--- config.mk ---
export PLATFORM = sky130hd
export DESIGN_NAME = ps2_kbd_decoder
export DESIGN_NICKNAME = d
export VERILOG_FILES = /design/src/rtl/ps2_kbd_decoder.sv
export SDC_FILE = /design/constraint.sdc
export NUM_CORES = 1
export LEC_CHECK = 0
export CORE_MARGIN = 5
export CORE_UTILIZATION = 63
export DETAILED_ROUTE_END_ITERATION = 8
export PLACE_DENSITY = 0.87
export SETUP_SLACK_MARGIN = 0.3
export SLEW_MARGIN = 20
export SYNTH_ARGS = -nofsm -noshare
export SYNTH_HDL_FRONTEND = slang
export SYNTH_SLANG_ARGS = --single-unit
--- constraint.sdc ---
create_clock -name clk -period 6.4 [get_ports clk]
set_input_delay 1.6 -clock clk [delete_from_list [all_inputs] [get_ports clk]]
set_output_delay 1.6 -clock clk [all_outputs]
set_load 0.005 [all_outputs]
--- src/rtl/ps2_kbd_decoder.sv ---
// ps2_kbd_decoder
// Turns PS/2 Set-2 scan-code byte sequences into single key events
// {code, ext, brk}, tracks modifier state and buffers events in a small
// first-word-fall-through FIFO popped by the MMIO wrapper.
//
// Ports:
//   clk, reset          - system clock; synchronous active-high reset
//   rx_data/rx_done_tick - received byte and its one-cycle strobe
//   rd_en               - pop head event (ignored when empty)
//   ev_valid/ev_code/ev_ext/ev_brk - FIFO head, zeroed when empty
//   fifo_full, ovf_tick - FIFO full flag; pulse when an event is dropped
//   shift/ctrl/alt/caps_lock - modifier state
module ps2_kbd_decoder #(
  parameter int FIFO_AW        = 2,
  parameter int TIMEOUT_CYCLES = 2_000_000
) (
  input  logic       clk,
  input  logic       reset,
  input  logic [7:0] rx_data,
  input  logic       rx_done_tick,
  input  logic       rd_en,
  output logic       ev_valid,
  output logic [7:0] ev_code,
  output logic       ev_ext,
  output logic       ev_brk,
  output logic       fifo_full,
  output logic       ovf_tick,
  output logic       shift,
  output logic       ctrl,
  output logic       alt,
  output logic       caps_lock
);

  localparam int DEPTH = 1 << FIFO_AW;
  localparam int TW    = (TIMEOUT_CYCLES > 2) ? $clog2(TIMEOUT_CYCLES) : 1;

  typedef enum logic [2:0] {IDLE, EXT, BRK, EXT_BRK, SKIP} state_t;

  state_t          state, state_n;
  logic [2:0]      skip_cnt, skip_n;
  logic [TW-1:0]   tmo_cnt;
  logic            emit, em_ext, em_brk;
  logic [7:0]      em_code;

  // ---------------- parser FSM ----------------
  always_ff @(posedge clk) begin
    if (reset) begin
      state    <= IDLE;
      skip_cnt <= '0;
    end else begin
      state    <= state_n;
      skip_cnt <= skip_n;
    end
  end

  always_comb begin
    state_n = state;
    skip_n  = skip_cnt;
    emit    = 1'b0;
    em_code = rx_data;
    em_ext  = 1'b0;
    em_brk  = 1'b0;
    if (rx_done_tick) begin
      unique case (state)
        IDLE: begin
          unique case (rx_data)
            8'hE0: state_n = EXT;
            8'hF0: state_n = BRK;
            8'hE1: begin
              state_n = SKIP;
              skip_n  = 3'd7;
            end
            // keyboard status/ack bytes, never key codes
            8'h00, 8'hAA, 8'hEE, 8'hFA, 8'hFE, 8'hFF: ;
            default: emit = 1'b1;
          endcase
        end
        EXT: begin
          if (rx_data == 8'hF0) begin
            state_n = EXT_BRK;
          end else begin
            emit    = 1'b1;
            em_ext  = 1'b1;
            state_n = IDLE;
          end
        end
        BRK: begin
          emit    = 1'b1;
          em_brk  = 1'b1;
          state_n = IDLE;
        end
        EXT_BRK: begin
          emit    = 1'b1;
          em_ext  = 1'b1;
          em_brk  = 1'b1;
          state_n = IDLE;
        end
        SKIP: begin
          // Pause has no break code; the whole 8-byte burst becomes one make
          skip_n = skip_cnt - 3'd1;
          if (skip_cnt == 3'd1) begin
            emit    = 1'b1;
            em_code = 8'hE1;
            state_n = IDLE;
          end
        end
        default: state_n = IDLE;
      endcase
    end else if (state != IDLE && tmo_cnt == TW'(TIMEOUT_CYCLES - 1)) begin
      // stale partial sequence (e.g. lost byte): abandon silently
      state_n = IDLE;
      skip_n  = '0;
    end
  end

  // idle-cycle counter only runs while a sequence is in progress
  always_ff @(posedge clk) begin
    if (reset || rx_done_tick || state_n == IDLE) tmo_cnt <= '0;
    else                                          tmo_cnt <= tmo_cnt + TW'(1);
  end

  // ---------------- modifiers ----------------
  logic lshift, rshift, lctrl, rctrl, lalt, ralt, caps_held;

  always_ff @(posedge clk) begin
    if (reset) begin
      lshift    <= 1'b0;
      rshift    <= 1'b0;
      lctrl     <= 1'b0;
      rctrl     <= 1'b0;
      lalt      <= 1'b0;
      ralt      <= 1'b0;
      caps_held <= 1'b0;
      caps_lock <= 1'b0;
    end else if (emit) begin
      // extended 12/59 are the fake shifts around Print Screen: ignored
      unique case ({em_ext, em_code})
        9'h012: lshift <= ~em_brk;
        9'h059: rshift <= ~em_brk;
        9'h014: lctrl  <= ~em_brk;
        9'h114: rctrl  <= ~em_brk;
        9'h011: lalt   <= ~em_brk;
        9'h111: ralt   <= ~em_brk;
        9'h058: begin
          if (em_brk) begin
            caps_held <= 1'b0;
          end else if (!caps_held) begin
            // only the first make toggles; typematic repeats are ignored
            caps_lock <= ~caps_lock;
            caps_held <= 1'b1;
          end
        end
        default: ;
      endcase
    end
  end

  assign shift = lshift | rshift;
  assign ctrl  = lctrl  | rctrl;
  assign alt   = lalt   | ralt;

  // ---------------- event FIFO ----------------
  logic [9:0]       mem [DEPTH];
  logic [FIFO_AW:0] wptr, rptr, count;
  logic             empty, pop, push;
  logic [9:0]       head;

  assign count     = wptr - rptr;
  assign empty     = (wptr == rptr);
  assign fifo_full = (count == (FIFO_AW + 1)'(DEPTH));
  assign pop       = rd_en && !empty;
  // a pop in the same cycle frees the slot the push needs
  assign push      = emit && (!fifo_full || pop);

  always_ff @(posedge clk) begin
    if (reset) begin
      wptr     <= '0;
      rptr     <= '0;
      ovf_tick <= 1'b0;
    end else begin
      if (push) wptr <= wptr + 1'b1;
      if (pop)  rptr <= rptr + 1'b1;
      ovf_tick <= emit && !push;
    end
  end

  always_ff @(posedge clk) begin
    if (push) mem[wptr[FIFO_AW-1:0]] <= {em_ext, em_brk, em_code};
  end

  assign head     = mem[rptr[FIFO_AW-1:0]];
  assign ev_valid = !empty;
  assign ev_code  = empty ? 8'h00 : head[7:0];
  assign ev_ext   = !empty && head[9];
  assign ev_brk   = !empty && head[8];

endmodule

==> impl_metrics.ini, run 1 <==
[status]
status = finished, final reports clean

[cells_and_area]
final_cell_area_sq_mm = 0.00448
mostFrequentLayoutCell = nor2_1
multi_input_area_sq_mm = 0.00175
stdcell_count = 468
layout-drive-gt1-share_pct = 10.2
layout_common_cells = nor2_1, dfxtp_1, edfxtp_1
final_nets = 410
fillers = 404
syn_to_final_growth_pct = 13.5
final-seq-area_sq_mm = 0.00208
n_antenna_cell = 0

[clocking]
htree_levels = 3
cts_resized = 0
clk_pin_slew_ps = 80
cts_buffer_depth = 2
cts-root-buf = clkbuf_8
clock-sinks = 84
cts_setup_buffers = 0
ctsHoldBuffers = 0
cts_tree = done
cts_buffers = 9
clock_latency_ps = 350

[drt]
met2_length_um = 3800
dr_wl_met3_um = 316
drt_first_pass_iters = 4
wl_met1_um = 3210
drt-total-wl_um = 7440
route.vias.total = 2732
drt_iter0_markers = 154
viasPerCell = 5.84
drc = 0
top_layer_used = met4
detail-route-antenna-nets = 0
routedWlPerCell_um = 15.9

[placed_design]
pre_cts_ws_ps = 2090
post_dp_cell_area_sq_mm = 0.00427
dp_cells = 452
gp_congestion = 0.977
io_buffers = 28
hpwl_um = 5380

[synthesis]
avgSynthCellArea_sq_um = 10.9
synth_area_leaders = edfxtp_1, dfxtp_1, mux4_2, nor2_1, xor2_1
synth_top_cell_area_share_pct = 30.4
synth_seq_area_share_pct = 52.7
yosysWarnings = 0
async_flop_share_pct = 0
syn_inst = 361
syn-cell-area_sq_mm = 0.00395
synth_largest_area_cell = edfxtp_1
synth_edf_count = 40
yosysUniqueCellTypes = 55
ys.flop_type = dfxtp_1
syn-num-nets = 383
synth-seq-cells = 84

[hold_path]
hold_path.class = flip-flop to flip-flop
hold-path-cell-count = 1
whs_endpoint = tmo_cnt[0]
holdCritStartpoint = tmo_cnt[0]

[grt]
grt-ovfl-total = 0
grt_first_pass_wirelength_um = 12700
grt_max_degree = 24
track_usage_pct = 21.2
grt_pass1_vias = 2740
antenna_found_initial = 0

[critical_path]
reg2reg_from = wptr[0]
crit_path_top_delay_cell = nor2_1
reg2reg_depth = 8
worstSetupStartpointType = flip-flop
path_class = flip-flop to primary output
crit_path_end_kind = primary output
path_max_fanout = 11
r2r_slack_ps = 3870
arrival_ps = 2480
crit_chain = inv_1 -> ha_1 -> nand2_1 -> nor2_1 -> nor2b_1 -> clkdlybuf4s50_1
cp.required_ps = 4800
critical-path-max-stage-delay_ps = 630
r2r-end = mem[0][1]

[die]
core_area_sq_mm = 0.00603
die_area_sq_mm = 0.00795
start_util_pct = 65.6
std_cell_rows = 28
die-width_um = 89.2
io_pins = 29
die_h_um = 89.2

[timing]
rsz0062_at_grt = no
setup_tns_ps = 0
clock_skew_ps = 8.93
fin_crit_ps = 4080
slew_violations = 0
relSlewSlack_pct = 35.7
tightest_slew_ps = 951
setup_viol = 0
post-route-period-util_pct = 63.7
hold_viol = 0
max_freq_ghz = 0.245
setup_ws_ps = 2320

[pwr]
ir_worst_vdd_mv = 0.170
power.density_mw_per_mm2 = 300
power_leakage_nw = 1.49
report.power.total_mw = 1.35

[flow_run]
drv_cap = 0
[stage by stage]
step | utilization (%) | hold WS, ps
after floorplan | - | 418
after global placement | 70.9 | 428
after detailed placement | 70.9 | 437
after CTS | 74.4 | 452
after global routing | 74.4 | 470
final | 74.4 | 449
[kinds of logic (layout without fill, tap and decap cells)]
group,count (synthesis),count (layout),synth area share [%]
DFF,84,84,52.7
adders and majority gates,10,10,3.17
buffers and inverters,28,60,2.88
and+or+nand+nor,165,165,22.3
xor gates and xnor gates,25,25,5.54
AOI/OAI and AO/OA,34,34,6.30
muxes,15,15,7.13
[sequential cells by signal (all words and copies together) (netlist names), 3 cells and up, named ones only]
signal	cells
mem	40
rptr	3
skip_cnt	3
state	3
tmo_cnt	21
wptr	3
[how the worst max path moves through the flow]
stage	from	to	slack [ps]	cells after the start
final	wptr[0]	ev_code[0]	2320	6
after detailed placement	rx_data[0]	mem[0][2]	2090	7
after global placement	rx_data[1]	mem[0][2]	2190	7
after CTS	wptr[0]	ev_code[0]	2270	6
after floorplan	rx_data[4]	wptr[2]	2560	6
after global routing	wptr[0]	ev_valid	2090	6
[routing by layer]
metal  vias up  global-route usage, %
met3        10                   3.96
met5         -                      0
met1      1312                   26.0
li1       1341                      -
met2        69                   36.4
met4         0                   9.74
[cell usage after synthesis (3+ instances only)]
| library cell | number |
|---|---|
| ha_1 | 10 |
| nor3_1 | 5 |
| nand2b_1 | 5 |
| nand2_1 | 26 |
| clkbuf_1 | 10 |
| inv_1 | 14 |
| mux2i_1 | 3 |
| o21ai_0 | 3 |
| nor2_1 | 45 |
| nand3_1 | 20 |
| xnor2_1 | 9 |
| o21ai_1 | 4 |
| nand4_1 | 6 |
| nor2b_1 | 18 |
| xor2_1 | 16 |
| edfxtp_1 | 40 |
| nor4b_1 | 5 |
| nor4_1 | 4 |
| a211oi_1 | 3 |
| mux4_2 | 10 |
| and2_1 | 6 |
| o211ai_1 | 5 |
| dfxtp_1 | 44 |
| or2_2 | 7 |
| a21oi_1 | 7 |
[final cells by class]
cell class,instances,share of cell area [%]
tap,75,2.09
multi-input combinational,249,39.1
clock inverter,5,1.70
clock buffer,11,2.93
timing repair buffer,29,6.42
sequential,84,46.5
inverter,15,1.26
[report_power, final]
part / switching [mW] / internal [mW] / total [mW]
clock: 0.177 / 0.218 / 0.395
combinational: 0.131 / 0.181 / 0.312
sequential: 0.0356 / 0.603 / 0.639
total: 0.344 / 1.00 / 1.35
[worst max-delay path: cells and delay by family, from the launching register on]
family / cells / cell delay (ps)
and+or+nand+nor: 3 / 830
adders and majority gates: 1 / 280
buffers and inverters: 2 / 610
DFF: 1 / 390
Power figures use the tool's default switching activity.
==> run 2: changes to the inputs <==
CORE_UTILIZATION = 58   (was 63)
PLACE_DENSITY = 0.81   (was 0.87)
clock period = 3.97 ns   (was 6.4 ns; I/O delays follow)
==> run 2 against run 1 <==
Net effect: power grew 61%; non-clock buffer count grew 3; highest routed layer unchanged; clock-buffer cell count is the same; design area grew 0.70%; sequential cell count is the same; largest cell class unchanged; cell count grew 1.7%; utilization shrank 7.2 points; hold slack gained 14 ps; critical endpoint is now mem[0][3]; global-route usage shrank 2.0 points; via count shrank 0.11%; combinational power grew 59%.
==> impl_metrics.ini, run 2 (synthesized netlist as in run 1, its figures left out) <==
[grt]
grt-busiest-layer = met2
grt_pass1_vias = 2662
grt-ovfl-total = 0
track_usage_pct = 19.3
global_route.usage.met1_pct = 25.4
met2_usage_pct = 30.8
antenna_found_initial = 0
grt_first_pass_wirelength_um = 12900
grt_max_degree = 22
met3_usage_pct = 5.28

[critical_path]
path_class = input port to flip-flop
crit_chain = clkdlybuf4s50_1 -> or4_4 -> a211oi_1 -> a311oi_1 -> a221oi_2 -> nor2_2 -> and2_1
cp.required_ps = 4020
worstSetupStartpointType = input port
critical-path-max-stage-delay_ps = 620
arrival_ps = 3430
path_max_fanout = 10
crit_path_end_kind = flip-flop
crit_path_top_delay_cell = or4_4

[timing]
max_freq_ghz = 0.296
post-route-period-util_pct = 85.1
setup_tns_ps = 0
fin_crit_ps = 3380
tightest_slew_ps = 875
slew_violations = 0
relSlewSlack_pct = 40.8
hold_viol = 0
rsz0062_at_grt = no
clock_skew_ps = 9.79
setup_viol = 0

[clocking]
htree_levels = 3
cts-root-buf = clkbuf_8
cts_tree = done
cts_buffers = 9
cts_setup_buffers = 0
clock-sinks = 84
clock_latency_ps = 350
cts_resized = 0
ctsHoldBuffers = 0
clk_pin_slew_ps = 80
cts_buffer_depth = 2

[cells_and_area]
layout_common_cells = nor2_1, dfxtp_1, edfxtp_1
syn_to_final_growth_pct = 14.3
largest_reg_flops = 40
fin_util_pct = 67.2
fillers = 518
final-seq-area_sq_mm = 0.00208
multi_input_area_sq_mm = 0.00176
final_nets = 413
layout-drive-gt1-share_pct = 11.4
n_antenna_cell = 0

[placed_design]
hpwl_um = 5510
io_buffers = 28
gp_congestion = 0.863

[drt]
detail-route-antenna-nets = 0
drc = 0
routedWlPerCell_um = 15.7
drt_iter0_markers = 127
route.vias.total = 2729
viasPerCell = 5.73
drt_first_pass_iters = 4
drt-total-wl_um = 7490

[die]
die_h_um = 92.5
io_pins = 29
die_area_sq_mm = 0.00856
die-width_um = 92.5
core_area_sq_mm = 0.00672
start_util_pct = 58.8
std_cell_rows = 30

[flow_run]
drv_cap = 0

[status]
status = finished, final reports clean

[hold_path]
hold_path.class = flip-flop to flip-flop

[pwr]
power.density_mw_per_mm2 = 479
power_leakage_nw = 1.51
ir_worst_vdd_mv = 0.267
==> run 2: cell types whose count changed in the layout (fill, tap and decap cells not counted), sizes merged <==
cell | before | now
buf | 1 | 4
clkinv | 2 | 3
inv | 14 | 15
clkinvlp | 2 | 0
==> run 2: cell type report <==
| cell class | count | area share, % |
|---|---|---|
| clock buffer | 11 | 2.91 |
| clock inverter | 5 | 1.69 |
| inverter | 15 | 1.25 |
| multi-input combinational | 249 | 38.9 |
| sequential | 84 | 46.1 |
| tap | 80 | 2.22 |
| timing repair buffer | 32 | 6.88 |
==> run 2: worst paths after layout <==
path | start | endpoint | slack [ps] | depth (start not counted)
worst max-delay path | rx_data[0] | mem[0][3] | 590 | 7
worst min-delay path | ralt | ralt | 460 | 2
worst max register to register | wptr[0] | mem[3][9] | 1350 | 8
worst min register to register | ralt | ralt | 460 | 2
==> run 2: report_power, final <==
part,total [mW],internal [mW],switching [mW]
Combinational,0.496,0.293,0.203
Clock,0.639,0.353,0.286
Sequential,1.03,0.972,0.0544
==> run 2: critical path: cells and delay by family <==
family | cells | cell delay, ps
AO/OA/AOI/OAI | 3 | 770
buffers and inverters | 1 | 550
AND/OR/NAND/NOR | 3 | 1110
==> run 2: through the flow <==
stage,power [mW],setup WS [ps],area (sq um),hold WS (ps),instances
5_1_grt,2.28,431,4510,496,476
3_5_place_dp,1.55,242,4300,449,460
6_report,2.16,593,4510,463,476
4_1_cts,2.19,492,4510,464,476
3_3_place_gp,1.54,308,4300,427,460
2_1_floorplan,1.33,742,3950,418,361
==> run 2: layer usage <==
metal / routed length, um / part of all wire (%) / up-vias
met5: 0 / 0 / -
met4: 99 / 1.3 / 0
met3: 295 / 3.9 / 10
met2: 3720 / 50 / 57
met1: 3380 / 45 / 1318
li1: - / - / 1344
==> run 3: changes to the inputs <==
ABC_AREA = 1   (was not set)
==> run 3 against run 2 <==
Net effect: register-to-register slack better by 370 ps; sequential cell count stayed put; combinational power is 64% higher; synthesized area is 3.1% higher; global-route usage is 1.3 points higher; clock power is 14% lower; largest cell class unchanged; highest routed layer unchanged.
==> impl_metrics.ini, run 3 <==
[status]
status = finished, final reports clean

[critical_path]
crit_path_top_delay_cell = clkdlybuf4s50_1
worstSetupStartpointType = flip-flop
crit_path_end_kind = primary output
path_class = flip-flop to primary output
path_max_fanout = 10
arrival_ps = 2390
cp.required_ps = 2980
critPathBufInv = 3
crit_chain = inv_1 -> ha_1 -> nand3b_1 -> clkinv_1 -> a21oi_1 -> clkdlybuf4s50_1
crit_family = buffers and inverters
critical-path-max-stage-delay_ps = 530

[drt]
drt_first_pass_iters = 5
route.vias.total = 3235
viasPerCell = 5.18
drt-total-wl_um = 8290
drt_iter0_markers = 228
drc = 0
routedWlPerCell_um = 13.3
detail-route-antenna-nets = 0

[timing]
relSlewSlack_pct = 56.4
fin_crit_ps = 3390
slew_violations = 0
clock_skew_ps = 9.82
setup_viol = 0
rsz0062_at_grt = no
post-route-period-util_pct = 85.3
setup_tns_ps = 0
max_freq_ghz = 0.295
hold_viol = 0
tightest_slew_ps = 652

[placed_design]
hpwl_um = 6310
io_buffers = 28
post_dp_cell_area_sq_mm = 0.00446
gp_congestion = 0.810

[cells_and_area]
final_nets = 546
largest_reg_flops = 40
mostFrequentLayoutCell = nor2_1
final_cell_area_sq_mm = 0.00464
syn_to_final_growth_pct = 14.0
layout-drive-gt1-share_pct = 8.70
n_antenna_cell = 0
layout_common_cells = nor2_1, nand2_1, inv_1

[clocking]
clock_latency_ps = 350
cts-root-buf = clkbuf_8
cts_setup_buffers = 0
htree_levels = 3
cts_resized = 0
cts_tree = done
clk_pin_slew_ps = 80
ctsHoldBuffers = 0
cts_buffers = 9
clock-sinks = 84
cts_buffer_depth = 2

[synthesis]
synth_top_cell_area_share_pct = 29.5
synth_seq_area_share_pct = 51.1
synth_area_leaders = edfxtp_1, dfxtp_1, nor2_1, nand2_1, inv_1
avgSynthCellArea_sq_um = 8.31
syn-cell-area_sq_mm = 0.00407
ys.flop_type = dfxtp_1
synthTopCellsByCount = nor2_1, nand2_1, inv_1
yosysUniqueCellTypes = 34
async_flop_share_pct = 0
synth-seq-cells = 84
synth_edf_count = 40
yosysWarnings = 0
synth_most_common_cell = nor2_1
syn_inst = 490
synth_largest_area_cell = edfxtp_1
syn-num-nets = 512

[grt]
antenna_found_initial = 0
track_usage_pct = 20.6
grt_pass1_vias = 3132
grt_max_degree = 22
grt-ovfl-total = 0
grt_first_pass_wirelength_um = 14200

[pwr]
pwr-share-clk_pct = 22.5
power.internal_mw = 1.62
p_switching_uw = 810
ir_worst_vdd_mv = 0.252
power.density_mw_per_mm2 = 524
pwr-share-seq_pct = 44.1
pwr-share-comb_pct = 33.4
power_leakage_nw = 1.81
sw_frac_of_total_pct = 33.3

[die]
io_pins = 29
start_util_pct = 59.6
core_area_sq_mm = 0.00683
die-width_um = 93.8
std_cell_rows = 30
die_h_um = 93.8
die_area_sq_mm = 0.00880

[hold_path]
hold_path.class = flip-flop to flip-flop

[flow_run]
drv_cap = 0
==> run 3: cell types whose count changed in the layout (fill, tap and decap cells not counted), moves of 10 or more <==
| cell | before | now |
|---|---|---|
| nor2_1 | 44 | 101 |
| a21oi_1 | 7 | 33 |
| inv_1 | 14 | 45 |
| nor2b_1 | 18 | 0 |
| nand2_1 | 26 | 79 |
| mux4_2 | 10 | 0 |
| o21ai_0 | 3 | 30 |
==> run 3: metal layers <==
layer  global-route usage [%]  part of all wire, %
met1                     24.9                   42
met2                     35.8                   51
met3                     3.53                  4.7
met4                     8.78                  1.7
met5                        0                    0
==> run 3: power by group through the flow <==
stage | Combinational [mW] | Sequential [mW] | Clock [mW]
after floorplan | 0.450 | 1.06 | 0
after global placement | 0.782 | 1.09 | 0
after detailed placement | 0.816 | 1.09 | 0
after CTS | 0.819 | 1.07 | 0.562
after global routing | 0.910 | 1.09 | 0.604
final | 0.814 | 1.07 | 0.548
==> run 3: cells by family after synthesis <==
family,Yosys count,synth area share (%)
XOR/XNOR,23,4.95
flip-flops,84,51.1
buffers and inverters,62,6.11
AO/OA/AOI/OAI,67,8.66
adder cells (fa/ha/maj),10,3.07
AND/OR/NAND/NOR,244,26.1
==> run 3: layout make-up <==
| cell class | count | area (sq um) |
|---|---|---|
| clock buffers | 9 | 124 |
| clock inverters | 7 | 58.8 |
| fillers | 549 | 2190 |
| inverters | 51 | 191 |
| multi-input cells | 344 | 1740 |
| flip-flops and latches | 84 | 2080 |
| well taps | 96 | 120 |
| repair buffers | 34 | 325 |
==> run 3: path summary, 6_finish.rpt <==
kind                                 start  slack (ps)         end  depth (start not counted)
worst min register to register  tmo_cnt[0]         450  tmo_cnt[0]                          1
worst max-delay path               wptr[0]         580  ev_code[5]                          6
worst max register to register    state[0]        1720   mem[0][6]                          9
worst min-delay path            tmo_cnt[0]         450  tmo_cnt[0]                          1
==> run 3: worst reg2reg max path: cells and delay by family (launching register included) <==
family                 cells  cell delay (ps)
buffers and inverters      2              280
AOI/OAI and AO/OA          2              440
and+or+nand+nor            5              910
DFF                        1              350
==> run 3: stage by stage <==
stage	hold WS (ps)	setup slack (ps)	util, %	total power, mW	std cells
detailed placement	444	595	65.3	1.91	609
finish	453	584	68.0	2.43	625
global placement	429	701	65.3	1.87	609
floorplan	417	1310	-	1.51	490
global route	479	429	68.0	2.60	625
CTS	456	544	68.0	2.45	625
